==> src/rtl/search_arbiter.sv <==
// search_arbiter
//
// Round-robin scheduler that shares one binary_search engine between
// NUM_REQ requesters. A winner is chosen in IDLE, its key is latched onto
// the engine, the engine's level-sensitive start/found/not_found handshake
// is sequenced, and the result is returned to the granted requester.
//
// Handshake (requester side): a requester raises req with its key and holds
// both until it sees its gnt bit. gnt stays high for the whole transaction.
// Exactly one rsp_valid pulse (one cycle) is returned per grant, even if the
// requester drops req after being granted. req/key are ignored outside IDLE.
//
// Ports:
//   clk, reset      - clock, asynchronous active-high reset
//   req, key        - per-requester request level and flattened keys
//   gnt             - one-hot grant, held for the transaction
//   rsp_valid       - one-cycle result strobe to the granted requester
//   rsp_found/addr/timeout - result fields, held until the next result
//   busy            - high in every state except IDLE
//   eng_start, eng_A              - engine start level and key
//   eng_L, eng_found, eng_not_found - engine result and flags
//   dbg_state       - current FSM state (IDLE=0, WAIT=1, RESPOND=2, RELEASE=3)
module search_arbiter #(
  parameter int NUM_REQ    = 2,
  parameter int DATA_WIDTH = 8,
  parameter int ADDR_WIDTH = 5,
  parameter int TIMEOUT    = 64
) (
  input  logic                          clk,
  input  logic                          reset,
  input  logic [NUM_REQ-1:0]            req,
  input  logic [NUM_REQ*DATA_WIDTH-1:0] key,
  output logic [NUM_REQ-1:0]            gnt,
  output logic [NUM_REQ-1:0]            rsp_valid,
  output logic                          rsp_found,
  output logic [ADDR_WIDTH-1:0]         rsp_addr,
  output logic                          rsp_timeout,
  output logic                          busy,
  output logic                          eng_start,
  output logic [DATA_WIDTH-1:0]         eng_A,
  input  logic [ADDR_WIDTH-1:0]         eng_L,
  input  logic                          eng_found,
  input  logic                          eng_not_found,
  output logic [1:0]                    dbg_state
);

  localparam int PTR_W = (NUM_REQ > 1) ? $clog2(NUM_REQ) : 1;
  localparam int CNT_W = (TIMEOUT > 1) ? $clog2(TIMEOUT) : 1;
  localparam logic [PTR_W:0]   NREQ     = (PTR_W+1)'(NUM_REQ);
  localparam logic [PTR_W-1:0] LAST_IDX = PTR_W'(NUM_REQ-1);
  localparam logic [CNT_W-1:0] CNT_LAST = CNT_W'(TIMEOUT-1);

  typedef enum logic [1:0] {
    S_IDLE    = 2'd0,
    S_WAIT    = 2'd1,
    S_RESPOND = 2'd2,
    S_RELEASE = 2'd3
  } state_t;

  state_t           r_state;
  logic [PTR_W-1:0] r_ptr;
  logic [CNT_W-1:0] r_cnt;

  logic [NUM_REQ-1:0]    w_rot;
  logic [PTR_W-1:0]      w_off;
  logic [PTR_W:0]        w_sum_raw;
  logic [PTR_W:0]        w_sum;
  logic [PTR_W-1:0]      w_win;
  logic [PTR_W-1:0]      w_next_ptr;
  logic [NUM_REQ-1:0]    w_onehot;
  logic [DATA_WIDTH-1:0] w_key;

  assign dbg_state = r_state;

  // Winner selection: rotate the request vector so the pointer position sits
  // at bit 0, take the lowest set bit as an offset, then add the pointer back
  // modulo NUM_REQ.
  always_comb begin
    w_rot = NUM_REQ'({req, req} >> r_ptr);
    w_off = '0;
    for (int j = NUM_REQ-1; j >= 0; j--) begin
      if (w_rot[j]) w_off = PTR_W'(j);
    end
    w_sum_raw = {1'b0, r_ptr} + {1'b0, w_off};
    w_sum     = (w_sum_raw >= NREQ) ? (w_sum_raw - NREQ) : w_sum_raw;
    w_win     = w_sum[PTR_W-1:0];
    w_next_ptr = (w_win == LAST_IDX) ? '0 : (w_win + 1'b1);
    w_onehot = '0;
    w_key    = '0;
    for (int j = 0; j < NUM_REQ; j++) begin
      if (w_win == PTR_W'(j)) begin
        w_onehot[j] = 1'b1;
        w_key       = key[j*DATA_WIDTH +: DATA_WIDTH];
      end
    end
  end

  always_ff @(posedge clk or posedge reset) begin
    if (reset) begin
      r_state     <= S_IDLE;
      r_ptr       <= '0;
      r_cnt       <= '0;
      gnt         <= '0;
      rsp_valid   <= '0;
      rsp_found   <= 1'b0;
      rsp_addr    <= '0;
      rsp_timeout <= 1'b0;
      busy        <= 1'b0;
      eng_start   <= 1'b0;
      eng_A       <= '0;
    end else begin
      case (r_state)
        S_IDLE: begin
          if (|req) begin
            r_state   <= S_WAIT;
            gnt       <= w_onehot;
            eng_start <= 1'b1;
            eng_A     <= w_key;
            busy      <= 1'b1;
            r_cnt     <= '0;
            r_ptr     <= w_next_ptr;
          end
        end
        S_WAIT: begin
          r_cnt <= r_cnt + 1'b1;
          // found has priority when both flags arrive together; a flag in the
          // last counted cycle still wins over the timeout.
          if (eng_found || eng_not_found || (r_cnt == CNT_LAST)) begin
            r_state     <= S_RESPOND;
            eng_start   <= 1'b0;
            rsp_valid   <= gnt;
            rsp_found   <= eng_found;
            rsp_addr    <= eng_found ? eng_L : '0;
            rsp_timeout <= !(eng_found || eng_not_found);
          end
        end
        S_RESPOND: begin
          r_state   <= S_RELEASE;
          rsp_valid <= '0;
          gnt       <= '0;
        end
        S_RELEASE: begin
          // Stale engine flags must clear before a new start can be issued.
          if (!eng_found && !eng_not_found) begin
            r_state <= S_IDLE;
            busy    <= 1'b0;
          end
        end
        default: r_state <= S_IDLE;
      endcase
    end
  end

endmodule

==> config.mk <==
export PLATFORM = sky130hd
export DESIGN_NAME = search_arbiter
export DESIGN_NICKNAME = d
export VERILOG_FILES = /design/src/rtl/search_arbiter.sv
export SDC_FILE = /design/constraint.sdc
export NUM_CORES = 1
export LEC_CHECK = 0
export CORE_ASPECT_RATIO = 0.8
export CORE_MARGIN = 2
export CORE_UTILIZATION = 28
export CTS_CLUSTER_SIZE = 14
export DETAILED_ROUTE_END_ITERATION = 16
export SLEW_MARGIN = 15
export SYNTH_ARGS = -nofsm -noshare
export SYNTH_HDL_FRONTEND = slang
export SYNTH_SLANG_ARGS = --single-unit
export TNS_END_PERCENT = 1
==> constraint.sdc <==
create_clock -name clk -period 2.35 [get_ports clk]
set_clock_uncertainty 0.2 [all_clocks]
set_input_delay 0.47 -clock clk [delete_from_list [all_inputs] [get_ports clk]]
set_output_delay 0.47 -clock clk [all_outputs]
set_load 0.01 [all_outputs]
==> metrics <==
outcome=finished clean; Avg Cell Area, Syn=between 10 and 15 sq um; worst-path cell chain=inv_1 > ha_1 > nor3b_2 > a21oi_1 > o21ai_1 > mux2_2; setup TNS=0 ps; # nets final=223; share of layout cells above drive strength 1=0.125; area grow syn2layout=46.4%; Via density=4.64; DR iter-0 viols=a little under 70; Die Y=68.5 um; clock slew at reported path FFs=70 ps; post-synth cell types=36; worst slew pin tran=399 ps; Core Box Area=between 0.005 and 0.006 sq mm; pwr dens=approximately 1100 mW/mm^2; post-DR wirelength/cell=roughly 13 um; fin util=0.426; WS Path Type=flip-flop to flip-flop; pin count of the biggest net entering global routing=31; Initial Util=0.291; share of flip-flops with an asynchronous set or reset=1.00; die width=around 85 um; hpwl dp=about 2300 um; ANT nets after route=0; final hold vios=0; root buffer cell=clkbuf_8; Crit. End Element=flip-flop; Worst Path Arrival=~2000 ps; worst hold path class=flip-flop to flip-flop; number of synthesized flops with an enable pin=0; FMAX=approximately 500 MHz; most frequent cells in the layout=clkdlybuf4s50_1, dfrtp_1, nand2_1; Final period util=0.874; CP peak stage delay=roughly 410 ps; RSZ-0062 raised after global routing=false; Worst slew margin=0.734; DIE AREA=slightly below 0.006 sq mm; syn nets=167; post_cts resized=0; Antenna diodes=0; CTS tree=yes; Final Routed Wirelength=3200 um; Post-CTS Setup Inserts=0; DRT Pass-1 Iters=4; Max Cap Violations=0; # DRC=0; placer congestion estimate=~0.79; Port Buffer Count=slightly below 50; initial antenna violation count=0; row count=23; gr ovfl total=0; Main synth FF type=dfrtp_1; leakage=approximately 0.00095 uW; leading cell type in the layout, fill and taps excluded=clkdlybuf4s50_1; GRT Total Usage=0.124; CP Max Fanout=6; H-tree Lvls=2; fill count=about 500; Startpoint Class=flip-flop; Final Critical Period=~2000 ps; total number of vias=~1200; CTS Hold Bufs=0; Max VDD drop=between 0.4 and 0.5 mV; Worst path slowest cell=dfrtp_1; Non-Filler Instances=approximately 250; CTS buffer count=5; Worst EP required=2320 ps; clk buf depth=2; Clock Latency Late Sink=280 ps; Final setup viols=0; Warnings, synthesis=0; Clock Sinks=30; #FFs+latches synth=30; register area share after synthesis=0.515; placed insts=246; number of global-route vias before repair=between 1000 and 1500; Gate Count Post-Synth=between 100 and 150; Mapped Area=roughly 0.0015 sq mm; Fin Hold WS=roughly 280 ps; max-slew violations=0; I/O pin total=50; global-route wire length before repair=approximately 5400 um
[where the power goes]
group / internal [uW] / leakage [uW] / switching, uW / total, uW
combinational: 641 / 0.000520 / 522 / 1160
sequential: 717 / 0.000383 / 131 / 847
clock: 236 / 0.0000482 / 201 / 437
[area by class of cell]
type / instances / area [sq um] / area share
sequential: 30 / 751 / 0.352
timing repair buffer: 54 / 528 / 0.248
clock buffer: 7 / 86.3 / 0.0405
multi-input combinational: 96 / 671 / 0.314
clock inverter: 1 / 5.00 / 0.00235
inverter: 4 / 15.0 / 0.00704
tap: 62 / 77.6 / 0.0364
[through the flow]
stage                     total power (uW)  area, sq um  setup slack, ps
after global placement                2030         2040              132
final                                 2450         2130              297
after global routing                  2660         2130              161
after detailed placement              2040         2040             74.7
after floorplan                       1500         1460              391
after CTS                             2490         2130              283
[cell usage after synthesis, types with 4 or more instances]
master	count	area share
nand2_1	15	0.039
mux2i_1	10	0.069
ha_1	5	0.043
nand3_1	4	0.014
inv_1	4	0.010
dfrtp_1	30	0.52
a22o_1	7	0.042
mux2_2	4	0.031
o21ai_0	13	0.045
a21oi_1	5	0.017
[logic make-up (layout without fill, tap and decap cells)]
group	Yosys count	count (layout)	synth area share
AO/OA/AOI/OAI	40	40	0.180
AND/OR/NAND/NOR	36	36	0.130
flip-flops	30	30	0.515
multiplexers	14	14	0.0996
buffers and inverters	9	66	0.0249
adder cells (fa/ha/maj)	6	6	0.0506
[per-layer routing]
| layer | global-route usage | vias up | wire, um |
|---|---|---|---|
| met1 | 0.162 | 535 | 1580 |
| met2 | 0.182 | 37 | 1300 |
| li1 | - | 600 | - |
| met5 | 0 | - | 0 |
| met4 | 0.0357 | 0 | 40 |
| met3 | 0.0607 | 6 | 282 |
[sequential cells by signal (all words and copies together), names as in the netlist]
signal       count
rsp_addr         5
r_ptr            1
rsp_valid        2
gnt              2
rsp_found        1
busy             1
rsp_timeout      1
dbg_state        2
r_cnt            6
eng_start        1
eng_A            8
[critical path: cells and delay by family, from the launching register on]
family                   cells  cell delay (ps)
flip-flops                   1              410
AND/OR/NAND/NOR              1              350
multiplexers                 1              350
adder cells (fa/ha/maj)      1              260
AO/OA/AOI/OAI                2              250
buffers and inverters        1              110
[worst paths after layout]
path	start	to	slack [ps]	cells after the start
worst min register to register	eng_A[0]$_DFFE_PP0P_	eng_A[0]$_DFFE_PP0P_	280	2
worst max-delay path	dbg_state[0]$_DFFE_PP0P_	dbg_state[1]$_DFFE_PP0P_	300	6
worst min-delay path	eng_A[0]$_DFFE_PP0P_	eng_A[0]$_DFFE_PP0P_	280	2
worst max register to register	dbg_state[0]$_DFFE_PP0P_	dbg_state[1]$_DFFE_PP0P_	300	6
min in group asynchronous	reset	rsp_timeout$_DFFE_PP0P_	360	3
max in group asynchronous	reset	busy$_DFFE_PP0P_	1290	3
No activity file was read; power rests on OpenSTA's default activity.
